### config.mk
export PLATFORM = sky130hd
export DESIGN_NAME = cache_fill_arbiter
export DESIGN_NICKNAME = d
export VERILOG_FILES = /design/src/rtl/cache_fill_arbiter_pkg.sv /design/src/rtl/cache_fill_arbiter_fill_counter.sv /design/src/rtl/cache_fill_arbiter.sv
export SDC_FILE = /design/constraint.sdc
export NUM_CORES = 1
export LEC_CHECK = 0
export BUFFER_PORTS_ARGS = -buffer_cell sky130_fd_sc_hd__buf_2
export CAP_MARGIN = 20
export CORE_UTILIZATION = 48
export DETAILED_ROUTE_END_ITERATION = 8
export PLACE_DENSITY_LB_ADDON = 0.12
export SLEW_MARGIN = 20
export SYNTH_ARGS = -nofsm -noshare
export SYNTH_HDL_FRONTEND = slang
export SYNTH_SLANG_ARGS = --single-unit
export TNS_END_PERCENT = 100
### constraint.sdc
create_clock -name clk -period 4.55 [get_ports clk]
set_input_delay 0.2275 -clock clk [delete_from_list [all_inputs] [get_ports clk]]
set_output_delay 0.2275 -clock clk [all_outputs]
set_load 0.05 [all_outputs]
### src/rtl/cache_fill_arbiter_pkg.sv
// Shared types and constants for the cache fill arbiter.
// Covers the FSM states, the fill owner and the block geometry.
package cache_fill_arbiter_pkg;

    localparam int unsigned WORDS_PER_BLOCK = 8;
    localparam int unsigned BLOCK_OFF_BITS  = 4;
    localparam int unsigned IDX_W           = 3;

    typedef enum logic [1:0] {
        IDLE,
        FILL_ISSUE,
        FILL_DRAIN,
        WRITE
    } state_e;

    typedef enum logic {
        OWN_I,
        OWN_D
    } owner_e;

endpackage

### src/rtl/cache_fill_arbiter_fill_counter.sv
// Word counter within a block fill.
// Supports synchronous clear and increment, and flags the last word.
module fill_counter
    import cache_fill_arbiter_pkg::*;
#(
    parameter int unsigned LAST = WORDS_PER_BLOCK - 1
) (
    input  logic             clk,
    input  logic             rst_n,
    input  logic             clr,
    input  logic             inc,
    output logic [IDX_W-1:0] count,
    output logic             tc
);

    logic [IDX_W-1:0] count_q, count_d;

    always_comb begin
        count_d = count_q;
        if (clr) begin
            count_d = '0;
        end else if (inc) begin
            count_d = count_q + 1'b1;
        end
    end

    always_ff @(posedge clk or negedge rst_n) begin
        if (!rst_n) begin
            count_q <= '0;
        end else begin
            count_q <= count_d;
        end
    end

    assign count = count_q;
    assign tc    = (count_q == IDX_W'(LAST));

endmodule

### src/rtl/cache_fill_arbiter.sv
// Arbitrates I/D block fills and D write-through writes onto a single memory port.
// Reads are pipelined: issue and receive are counted independently.
module cache_fill_arbiter #(
    parameter int unsigned WORDS_PER_BLOCK = 8,
    parameter int unsigned ADDR_W          = 16
) (
    input  logic              clk,
    input  logic              rst_n,
    input  logic              i_req,
    input  logic [ADDR_W-1:0] i_addr,
    input  logic              d_req,
    input  logic [ADDR_W-1:0] d_addr,
    input  logic              d_wr_req,
    input  logic [ADDR_W-1:0] d_wr_addr,
    input  logic [15:0]       d_wr_data,
    input  logic [15:0]       mem_data_out,
    input  logic              mem_data_valid,
    output logic              mem_enable,
    output logic              mem_wr,
    output logic [ADDR_W-1:0] mem_addr,
    output logic [15:0]       mem_data_in,
    output logic [15:0]       fill_data,
    output logic [2:0]        fill_idx,
    output logic              i_fill_valid,
    output logic              d_fill_valid,
    output logic              i_done,
    output logic              d_done,
    output logic              d_wr_ack
);

    import cache_fill_arbiter_pkg::*;

    localparam logic [ADDR_W-1:0] BLOCK_MASK = {ADDR_W{1'b1}} << BLOCK_OFF_BITS;

    state_e            state_q, state_d;
    owner_e            owner_q, owner_d;
    logic [ADDR_W-1:0] base_q, base_d;
    logic [ADDR_W-1:0] wr_addr_q, wr_addr_d;
    logic [15:0]       wr_data_q, wr_data_d;

    logic             iss_clr, iss_inc, iss_tc;
    logic             rx_clr, rx_inc, rx_tc;
    logic [IDX_W-1:0] iss_cnt, rx_cnt;

    fill_counter #(.LAST(WORDS_PER_BLOCK - 1)) u_issue_cnt (
        .clk   (clk),
        .rst_n (rst_n),
        .clr   (iss_clr),
        .inc   (iss_inc),
        .count (iss_cnt),
        .tc    (iss_tc)
    );

    fill_counter #(.LAST(WORDS_PER_BLOCK - 1)) u_recv_cnt (
        .clk   (clk),
        .rst_n (rst_n),
        .clr   (rx_clr),
        .inc   (rx_inc),
        .count (rx_cnt),
        .tc    (rx_tc)
    );

    always_comb begin
        state_d      = state_q;
        owner_d      = owner_q;
        base_d       = base_q;
        wr_addr_d    = wr_addr_q;
        wr_data_d    = wr_data_q;
        iss_clr      = 1'b0;
        iss_inc      = 1'b0;
        rx_clr       = 1'b0;
        rx_inc       = 1'b0;
        mem_enable   = 1'b0;
        mem_wr       = 1'b0;
        mem_addr     = '0;
        mem_data_in  = '0;
        fill_data    = '0;
        fill_idx     = '0;
        i_fill_valid = 1'b0;
        d_fill_valid = 1'b0;
        i_done       = 1'b0;
        d_done       = 1'b0;
        d_wr_ack     = 1'b0;

        case (state_q)
            IDLE: begin
                iss_clr = 1'b1;
                rx_clr  = 1'b1;
                if (d_wr_req) begin
                    wr_addr_d = d_wr_addr;
                    wr_data_d = d_wr_data;
                    state_d   = WRITE;
                end else if (d_req) begin
                    owner_d = OWN_D;
                    base_d  = d_addr & BLOCK_MASK;
                    state_d = FILL_ISSUE;
                end else if (i_req) begin
                    owner_d = OWN_I;
                    base_d  = i_addr & BLOCK_MASK;
                    state_d = FILL_ISSUE;
                end
            end
            FILL_ISSUE: begin
                mem_enable = 1'b1;
                mem_addr   = base_q + ADDR_W'({iss_cnt, 1'b0});
                iss_inc    = 1'b1;
                if (iss_tc) begin
                    state_d = FILL_DRAIN;
                end
            end
            FILL_DRAIN: begin
            end
            WRITE: begin
                mem_enable  = 1'b1;
                mem_wr      = 1'b1;
                mem_addr    = wr_addr_q;
                mem_data_in = wr_data_q;
                d_wr_ack    = 1'b1;
                state_d     = IDLE;
            end
            default: state_d = IDLE;
        endcase

        // Returning words are accepted in both fill states; with short memory
        // latency the last word can land before issuing finishes, so done wins.
        if ((state_q == FILL_ISSUE || state_q == FILL_DRAIN) && mem_data_valid) begin
            fill_data    = mem_data_out;
            fill_idx     = rx_cnt;
            rx_inc       = 1'b1;
            i_fill_valid = (owner_q == OWN_I);
            d_fill_valid = (owner_q == OWN_D);
            if (rx_tc) begin
                i_done  = (owner_q == OWN_I);
                d_done  = (owner_q == OWN_D);
                state_d = IDLE;
            end
        end
    end

    always_ff @(posedge clk or negedge rst_n) begin
        if (!rst_n) begin
            state_q   <= IDLE;
            owner_q   <= OWN_I;
            base_q    <= '0;
            wr_addr_q <= '0;
            wr_data_q <= '0;
        end else begin
            state_q   <= state_d;
            owner_q   <= owner_d;
            base_q    <= base_d;
            wr_addr_q <= wr_addr_d;
            wr_data_q <= wr_data_d;
        end
    end

endmodule

==> results_dict.tcl, run 1 <==
set metrics [dict create \
    grtUsageTotal 0.1995 \
    start_util 0.4979 \
    yosysWarnings 0 \
    critPathCaptureType "primary output" \
    path_max_fanout 22 \
    clock_latency_ps 300 \
    synth.yosys.seq_area_share 0.4867 \
    first_iter_violations 65 \
    slew-limit-headroom 0.4213 \
    cp_top_family "adder cells" \
    clk_pin_slew_ps 90 \
    nFillCells 471 \
    die_area_um2 5982 \
    ff2ff_path_depth 5 \
    r2r_slack_ps 2450 \
    synth_area_um2 2725 \
    netlist_instances 223 \
    cts_tree "yes" \
    clock-sinks 53 \
    crit_type "reg -> out" \
    avgRoutedWirePerCell_um 13.65 \
    rsz0062_at_grt "false" \
    regToRegEndpoint "wr_data_q[13]$_DFFE_PN0P_" \
    drive_above_1_share 0.5767 \
    cts_buffers 5 \
    hold_class "in -> async" \
    synth_edf_count 0 \
    ys.flop_type "dfrtp_1" \
    regToRegStartpoint "state_q[0]$_DFF_PN0_" \
    nets 445 \
    finalMaxSlewViolations 0 \
    max_freq_ghz 0.4059 \
    yosys.cell_types.count 28 \
    fin_crit_ps 2463 \
    fin_crit_sh 0.5414 \
    p_leak_nw 1.920 \
    status "finished, final reports clean" \
    cp.arrival_ps 2240 \
    postCtsSetupRepairBufs 0 \
    fin_tns_setup_ps 0 \
    drc_errors 0 \
    cts_max_level 2 \
    portBuffers 135 \
    area_growth_pct 30.26 \
    async_flop_share 1.000 \
    grt_max_degree 54 \
    crit_path_cell_trace "inv_1, ha_1, and2_1, nand2_1, nor2_1, buf_2" \
    worstSetupStartpointType "flop" \
    tightest_slew_ps 868.0 \
    hpwl_um 4309 \
    diodes 0 \
    core_area_um2 5473 \
    vias 2141 \
    grt_first_pass_wirelength_um 9439 \
    die-height_um 77.35 \
    finClkSkew_ps 3.686 \
    firstDrtPassIters 4 \
    worst-path-buf-inv 2 \
    antenna_left 0 \
    place_area_um2 3438 \
    timing.final.hold_violations 0 \
    io_pins 144 \
    ctsHoldBuffers 0 \
    cp_data_required_time_ps 4320 \
    setup_viol 0 \
    gp_congestion 0.7555 \
    crit_slowest_cell "ha_1" \
    grt_pass1_vias 2042 \
    viasPerCell 5.050 \
    antenna_found_initial 0 \
    synth.net_count 317 \
    design_area_um2 3550 \
    wirelength_um 5787 \
    powerDensity_nw_per_um2 736.4 \
    rows 27 \
    ys_ff_latch 53 \
    root_buffer "clkbuf_8" \
    grt.overflow.total 0 \
    clockBufferDepth 2 \
    cap_violations 0 \
    avgSynthCellArea_um2 12.22 \
    peakVddDrop_mv 0.3655 \
    ctsResizeCount 0 \
    max_stage_delay_ps 620 \
    die_x_um 77.35 \
]
worst register-to-register path, delay by kind of cell, from the launching register on:
kind,cells,cell delay (ps)
mux,1,390
flops,1,420
simple gates,1,360
fa+ha+maj,1,330
buf+inv,2,490
cell usage after synthesis (6+ instances only):
master | instances | area share
and2_1 | 18 | 0.041
nand2_1 | 8 | 0.011
nor2_1 | 7 | 0.0096
ha_1 | 8 | 0.037
and3_1 | 21 | 0.048
a22o_1 | 15 | 0.048
buf_2 | 6 | 0.011
clkbuf_1 | 9 | 0.012
mux2_2 | 55 | 0.23
dfrtp_1 | 53 | 0.49
state kept, by name, indices dropped and copies added (netlist names):
name,count
u_issue_cnt.count,3
state_q,2
wr_addr_q,16
u_recv_cnt.count,3
owner_q,1
base_q,12
wr_data_q,16
area by class of cell:
class	instances	area, µm²	share of cell area
tap	72	90.09	0.02538
clock buffer	6	72.57	0.02044
timing repair buffer	138	705.7	0.1988
inverter	2	7.507	0.002115
sequential	53	1326	0.3736
clock inverter	2	38.79	0.01093
multi-input combinational	151	1309	0.3687
through the flow:
stage / std cells / worst slack, ps / util / hold WS (ps) / total power [W]
3_3_place_gp: 415 / 2420 / 0.6255 / 395.6 / 0.002280
2_1_floorplan: 223 / 2529 / - / -68.09 / 0.002007
5_1_grt: 424 / 1928 / 0.6486 / 97.05 / 0.002764
3_5_place_dp: 416 / 2446 / 0.6283 / 388.6 / 0.002324
4_1_cts: 424 / 2088 / 0.6486 / 53.38 / 0.002639
6_report: 424 / 2087 / 0.6486 / 25.28 / 0.002614
layout by cell type (no fill, tap or decap):
cell / count
nor2_2: 1
mux2i_1: 2
buf_8: 1
inv_1: 2
a22o_1: 15
nand2_1: 8
o21ai_0: 1
nor2_1: 7
and2_1: 18
nor2b_1: 1
clkbuf_8: 5
mux2_1: 2
ha_1: 8
a21oi_1: 2
and3_1: 21
nor3b_4: 1
a222oi_1: 1
buf_2: 135
buf_4: 2
nand2b_1: 1
o21a_1: 1
or2_2: 1
clkbuf_1: 1
xnor2_1: 2
a21o_1: 1
dfrtp_1: 53
a31oi_1: 1
bufinv_16: 1
a21boi_0: 1
clkinv_4: 1
mux2_2: 55
worst max path at each step:
stage          slack [ps]                  from           end  cells after the start
2_1_floorplan        2530  state_q[0]$_DFF_PN0_        i_done                      6
3_3_place_gp         2420  state_q[0]$_DFF_PN0_  mem_addr[11]                      3
3_5_place_dp         2450  state_q[1]$_DFF_PN0_        i_done                      6
4_1_cts              2090  state_q[0]$_DFF_PN0_        i_done                      6
5_1_grt              1930  state_q[0]$_DFF_PN0_        i_done                      6
6_report             2090  state_q[0]$_DFF_PN0_        i_done                      6
logic make-up (layout without fill, tap and decap cells):
family,count (synthesis),count (layout),synth area share
mux,59,59,0.2429
simple gates,59,59,0.1263
flops,53,53,0.4867
compound gates,23,23,0.06796
buf+inv,19,148,0.03306
fa+ha+maj,8,8,0.03673
xor+xnor,2,2,0.006429
where the power goes:
group	total (W)	internal, W	switching (W)
Clock	0.000313	0.000165	0.000147
Sequential	0.000825	0.000701	0.000124
Combinational	0.00148	0.000514	0.000962
Total	0.00261	0.00138	0.00123
layer usage:
| layer | wire length, µm | global-route usage | part of all wire |
|---|---|---|---|
| met5 | 0 | 0 | 0 |
| met4 | 29 | 0.03962 | 0.0050 |
| met3 | 432 | 0.05647 | 0.075 |
| met2 | 2835 | 0.3487 | 0.49 |
| met1 | 2489 | 0.2457 | 0.43 |
Note: power is estimated with default switching activity, not from simulation.
==> run 2, diff against run 1 <==
--- a/config.mk
+++ b/config.mk
@@ -5,9 +5,10 @@
 export SDC_FILE = /design/constraint.sdc
 export NUM_CORES = 1
 export LEC_CHECK = 0
+export ABC_AREA = 1
 export BUFFER_PORTS_ARGS = -buffer_cell sky130_fd_sc_hd__buf_2
 export CAP_MARGIN = 20
-export CORE_UTILIZATION = 48
+export CORE_UTILIZATION = 41
 export DETAILED_ROUTE_END_ITERATION = 8
 export PLACE_DENSITY_LB_ADDON = 0.12
 export SLEW_MARGIN = 20
==> constraint.sdc (replaced) <==
create_clock -name clk -period 2 [get_ports clk]
set_input_delay 0.1 -clock clk [delete_from_list [all_inputs] [get_ports clk]]
set_output_delay 0.1 -clock clk [all_outputs]
set_load 0.05 [all_outputs]
==> run 2 against run 1 <==
The run now ends with design-rule violations left; count of clock-buffer cells in the layout rose by 1; critical endpoint is now mem_addr[15]; utilization shrank 7.3 points; critical path type unchanged; largest cell class unchanged; first-iteration DRC count rose by 77%; synthesized area is 3.5% higher; largest power group unchanged; wire length up 6.2%; sequential cell count did not move.
==> results_dict.tcl, run 2 <==
set metrics [dict create \
    r2r_slack_ps 390 \
    yosys.cell_types.count 19 \
    synth-adder-area-share 0.03548 \
    wirelength_um 6146 \
    grt_pass1_vias 2306 \
    worst_slack_ps 102.7 \
    topRoutingLayerUsed "met4" \
    yosysWarnings 0 \
    slew-limit-headroom 0.7700 \
    timing.final.hold_violations 0 \
    p_leak_nw 2.228 \
    hold_depth 2 \
    vias 2484 \
    synth_edf_count 0 \
    root_buffer "clkbuf_8" \
    synth_top_family_by_area "simple AND/OR/NAND/NOR gates" \
    yosysMostFrequentCell "inv_1" \
    hold_class "in -> reg" \
    clockBufferDepth 2 \
    utilization 0.5756 \
    antenna_found_initial 0 \
    rsz0062_at_grt "false" \
    synth.top_cells.by_count "inv_1, nand2_1, dfrtp_1, o21ai_0, mux2_2" \
    die_x_um 84.96 \
    hpwl_um 4684 \
    regToRegStartpoint "state_q[0]$_DFF_PN0_" \
    antenna_left 0 \
    die-height_um 84.96 \
    fin_tns_setup_ps 0 \
    netlist.area_leader.share 0.4701 \
    avgRoutedWirePerCell_um 11.11 \
    postCtsSetupRepairBufs 0 \
    dr_wl_met2_um 2862 \
    comb_power_share 0.587 \
    netlist_instances 340 \
    mostFrequentLayoutCell "buf_2" \
    fin_crit_ps 1897 \
    synth_xor_area_frac 0 \
    max_stage_delay_ps 430 \
    yosysTopAreaCell "dfrtp_1" \
    grt_max_degree 54 \
    drive_above_1_share 0.4118 \
    start_util 0.4344 \
    synth-compound-area-share 0.08647 \
    grt.overflow.total 0 \
    worst-path-buf-inv 4 \
    grt_first_pass_wirelength_um 10290 \
    clk_pin_slew_ps 90 \
    ctsHoldBuffers 1 \
    wl_met3_um 375 \
    multi_input_area_um2 1176 \
    diodes 0 \
    met1Wirelength_um 2831 \
    place_area_um2 3645 \
    regToRegEndpoint "base_q[9]$_DFFE_PN0P_" \
    worstSetupStartpointType "flop" \
    crit_type "reg -> out" \
    finClkSkew_ps 4.673 \
    grtUsageTotal 0.1808 \
    area_growth_pct 32.51 \
    path_max_fanout 10 \
    cts_max_level 2 \
    core_area_um2 6495 \
    portBuffers 135 \
    ff2ff_path_depth 7 \
    synth.net_count 434 \
    async_flop_share 1.000 \
    cp_top_family "buffers and inverters" \
    clock-sinks 53 \
    rows 29 \
    synth.area.top_cells "dfrtp_1, mux2_2, inv_1" \
    setup_viol 0 \
    cp.arrival_ps 1800 \
    finalMaxSlewViolations 0 \
    failed_checks "design-rule violations" \
    io_pins 144 \
    hold_slack_ps 19.22 \
    synth.yosys.seq_area_share 0.4701 \
    whs_endpoint "wr_data_q[0]$_DFFE_PN0P_" \
    cts_tree "yes" \
    synth_mux_area_frac 0.1277 \
    internal_power_w 0.002882 \
    status "finished with violations" \
    gp_congestion 0.7854 \
    drc_errors 8 \
    clock_latency_ps 300 \
    fin_crit_sh 0.9486 \
    cp_data_required_time_ps 1900 \
    crit_path_cell_trace "inv_1, ha_1, inv_1, buf_4, o21ai_2, buf_2" \
    top_regs "wr_addr_q (16), wr_data_q (16), base_q (12)" \
    path_depth 6 \
    powerDensity_nw_per_um2 1556 \
    ctsResizeCount 0 \
    seqCellArea_um2 1326 \
    die_area_um2 7217 \
    ys.flop_type "dfrtp_1" \
    p_clk_frac 0.100 \
    crit_top_cell "inv_1" \
    synthSimpleGateAreaFrac 0.1525 \
    seqPwrFrac 0.314 \
    post-place-ws_ps 417.2 \
    final_cell_mix "buf_2, inv_1, nand2_1" \
    synth_area_um2 2821 \
    avgSynthCellArea_um2 8.298 \
    critPathCaptureType "primary output" \
    p_switching_w 0.002935 \
    viasPerCell 4.492 \
    firstDrtPassIters 6 \
    cts_buffers 5 \
    design_area_um2 3739 \
    hp-start "d_wr_data[0]" \
    max_freq_ghz 0.5271 \
    tightest_slew_ps 345.0 \
    switching_share 0.5046 \
    peakVddDrop_mv 0.7333 \
    nets 569 \
    ys_ff_latch 53 \
    cap_violations 0 \
    nFillCells 633 \
    first_iter_violations 115 \
    crit_slowest_cell "dfrtp_1" \
]
## run 2: per-stage QoR
step	instances	power (W)
2_1_floorplan	340	0.004466
3_3_place_gp	544	0.005209
3_5_place_dp	544	0.005300
4_1_cts	553	0.005901
5_1_grt	553	0.006230
6_report	553	0.005817
## run 2: per-layer routing
layer  global-route usage  vias up
met4              0.05085        0
li1                     -     1306
met3              0.04183        5
met1               0.2329     1089
met5                    0        -
met2               0.3057       84
## run 2: power groups by stage
stage | logic [W] | clock network, W | registers, W
after global routing | 0.00369 | 0.000654 | 0.00189
after detailed placement | 0.00345 | 0 | 0.00185
after global placement | 0.00340 | 0 | 0.00181
final | 0.00341 | 0.000581 | 0.00182
after floorplan | 0.00269 | 0 | 0.00178
after CTS | 0.00346 | 0.000614 | 0.00183
## run 2: worst max-delay path by stage
stage                         start                     to  slack [ps]
6_report       state_q[1]$_DFF_PN0_           mem_addr[15]         100
5_1_grt        state_q[1]$_DFF_PN0_            mem_addr[9]           5
4_1_cts        state_q[1]$_DFF_PN0_           mem_addr[15]          70
3_5_place_dp   state_q[0]$_DFF_PN0_  base_q[9]$_DFFE_PN0P_         420
3_3_place_gp   state_q[1]$_DFF_PN0_           mem_addr[15]         460
2_1_floorplan  state_q[1]$_DFF_PN0_           mem_addr[10]         -30
## run 2: final cells by class
cell class / instances / share of cell area
repair buffers: 145 / 0.2082
well taps: 77 / 0.02577
inverters: 74 / 0.07430
flip-flops and latches: 53 / 0.3548
clock buffers: 7 / 0.02041
clock inverters: 1 / 0.002008
multi-input cells: 196 / 0.3146
## run 2: kinds of logic (layout without fill, tap and decap cells)
logic type | count (synthesis) | count (layout)
mux | 32 | 32
compound gates | 48 | 48
flops | 53 | 53
simple gates | 108 | 108
buf+inv | 91 | 227
fa+ha+maj | 8 | 8
==> run 3, diff against run 2 <==
==> constraint.sdc (replaced) <==
create_clock -name clk -period 2 [get_ports clk]
set_input_delay 0 -clock clk [delete_from_list [all_inputs] [get_ports clk]]
set_output_delay 0 -clock clk [all_outputs]
set_load 0.05 [all_outputs]
==> run 3 against run 2 <==
The flow still finishes with violations (design-rule violations); via count up 8.0%; sequential power about the same; combinational power is 2% lower; cell count is 5.6% higher; non-clock buffer count is 31 higher; power fell by 1.3%; clock power rose by 3%; critical path depth decreased by 1; hold slack improved by 1.4 ps; wire length is 7.5% higher.
==> results_dict.tcl, run 3 (synthesis results as in run 2) <==
set metrics [dict create \
    worst-path-buf-inv 3 \
    max_stage_delay_ps 430 \
    regToRegStartpoint "state_q[0]$_DFF_PN0_" \
    max_freq_ghz 0.5309 \
    crit_path_cell_trace "inv_1, ha_1, inv_1, o21ai_0, buf_2" \
    place_area_um2 3583 \
    nets 600 \
    cp_top_family "buffers and inverters" \
    rsz0062_at_grt "false" \
    fin_crit_sh 0.9417 \
    cp_data_required_time_ps 2000 \
    diodes 0 \
    hold_class "in -> reg" \
    fin_crit_ps 1883 \
    vias 2683 \
    hpwl_um 4934 \
    area_growth_pct 41.82 \
    gp_congestion 0.7642 \
    design_area_um2 4001 \
    clk_pin_slew_ps 100 \
    post-place-ws_ps 399.5 \
    cap_violations 0 \
    failed_checks "design-rule violations" \
    first_iter_violations 78 \
    grt_max_degree 33 \
    powerDensity_nw_per_um2 1435 \
    portBuffers 135 \
    setup_viol 0 \
    cts_buffers 5 \
    worst_slack_ps 116.5 \
    timing.final.hold_violations 0 \
    wirelength_um 6605 \
    p_leak_nw 2.333 \
    grt.overflow.total 0 \
    grtUsageTotal 0.1925 \
    clock-sinks 53 \
    crit_slowest_cell "dfrtp_1" \
    cts_max_level 2 \
    crit_top_cell "inv_1" \
    use_met2 0.3556 \
    antenna_found_initial 0 \
    finalNonFillerCells 584 \
    avgRoutedWirePerCell_um 11.31 \
    grt_util_met1 0.2247 \
    crit_type "reg -> out" \
    slew-limit-headroom 0.7336 \
    die_x_um 84.96 \
    status "finished with violations" \
    top_regs "wr_addr_q (16), wr_data_q (16), base_q (12)" \
    firstDrtPassIters 6 \
    root_buffer "clkbuf_8" \
    cp.arrival_ps 1880 \
    drive_above_1_share 0.3649 \
    tightest_slew_ps 399.2 \
    dp.cells 543 \
    rows 29 \
    worstSetupStartpoint "state_q[1]$_DFF_PN0_" \
    core_area_um2 6495 \
    met3_usage 0.03891 \
    hp-start "d_addr[10]" \
    critPathCaptureType "primary output" \
    grt_pass1_vias 2598 \
    final_cell_mix "buf_2, inv_1, nand2_1" \
    peakVddDrop_mv 0.9141 \
    path_max_fanout 15 \
    viasPerCell 4.594 \
    finalMaxSlewViolations 0 \
    io_pins 144 \
    worstSetupStartpointType "flop" \
    clock_latency_ps 300 \
    die_area_um2 7217 \
    mostFrequentLayoutCell "buf_2" \
    finClkSkew_ps 10.20 \
    antenna_left 0 \
    die-height_um 84.96 \
    drc_errors 5 \
    start_util 0.4344 \
    grt_first_pass_wirelength_um 11120 \
    clockBufferDepth 2 \
    ctsResizeCount 0 \
    gr-max-usage-layer "met2" \
    cts_tree "yes" \
]
## run 3: cell types whose count changed in the layout (fill, tap and decap cells not counted)
cell           previous run  this run
buf_12                    2         1
clkbuf_1                  2         1
clkinvlp_4                1         2
dlygate4sd3_1             1        33
o21ai_0                  30        43
o21ai_1                   4         2
o21ai_2                  11         0
## run 3: final cells by class
cell class	instances	area, µm²
fillers	599	2494
flip-flops and latches	53	1326
multi-input cells	196	1135
repair buffers	176	1079
inverters	74	277.8
well taps	77	96.34
clock buffers	6	72.57
clock inverters	2	15.01
## run 3: per-stage QoR
| step | total power, W | utilization | TNS [ps] | hold slack [ps] |
|---|---|---|---|---|
| floorplan | 0.004361 | - | -1035 | -295.6 |
| global placement | 0.005067 | 0.5517 | 0 | -172.9 |
| detailed placement | 0.005139 | 0.5517 | 0 | -173.0 |
| CTS | 0.005797 | 0.6161 | 0 | 10.29 |
| global route | 0.006136 | 0.6161 | 0 | 33.76 |
| finish | 0.005740 | 0.6161 | 0 | 20.63 |
## run 3: worst reg2reg max path, delay by kind of cell, from the launching register on
family,cells,cell delay [ps]
flops,1,410
simple gates,1,190
fa+ha+maj,1,260
compound gates,1,120
buf+inv,3,530
## run 3: per-layer routing
layer / vias up / wire length [µm]
met3: 7 / 282
met4: 0 / 59
met1: 1245 / 2831
met2: 65 / 3432
li1: 1366 / -
met5: - / 0
## run 3: repair_timing
action / 4_1_cts / 5_1_grt
hold endpoints to repair: 85 / 0
setup buffers: 0 / 0
hold buffers: 33 / 0
## run 3: power by group
| part | internal (W) | switching (W) | total, W | leakage, nW |
|---|---|---|---|---|
| clock network | 0.000247 | 0.000348 | 0.000596 | 0.0374 |
| registers | 0.00158 | 0.000229 | 0.00181 | 0.643 |
| logic | 0.00102 | 0.00231 | 0.00333 | 1.65 |
## run 3: worst paths after layout
kind | cells after the start | to | slack [ps]
worst max-delay path | 5 | mem_addr[9] | 120
worst min-delay path | 5 | base_q[10]$_DFFE_PN0P_ | 20
worst max register to register | 6 | base_q[14]$_DFFE_PN0P_ | 370
worst min register to register | 1 | wr_data_q[7]$_DFFE_PN0P_ | 510
max in group asynchronous | 3 | base_q[13]$_DFFE_PN0P_ | 1360
min in group asynchronous | 2 | u_recv_cnt.count[2]$_DFFE_PN0P_ | 30
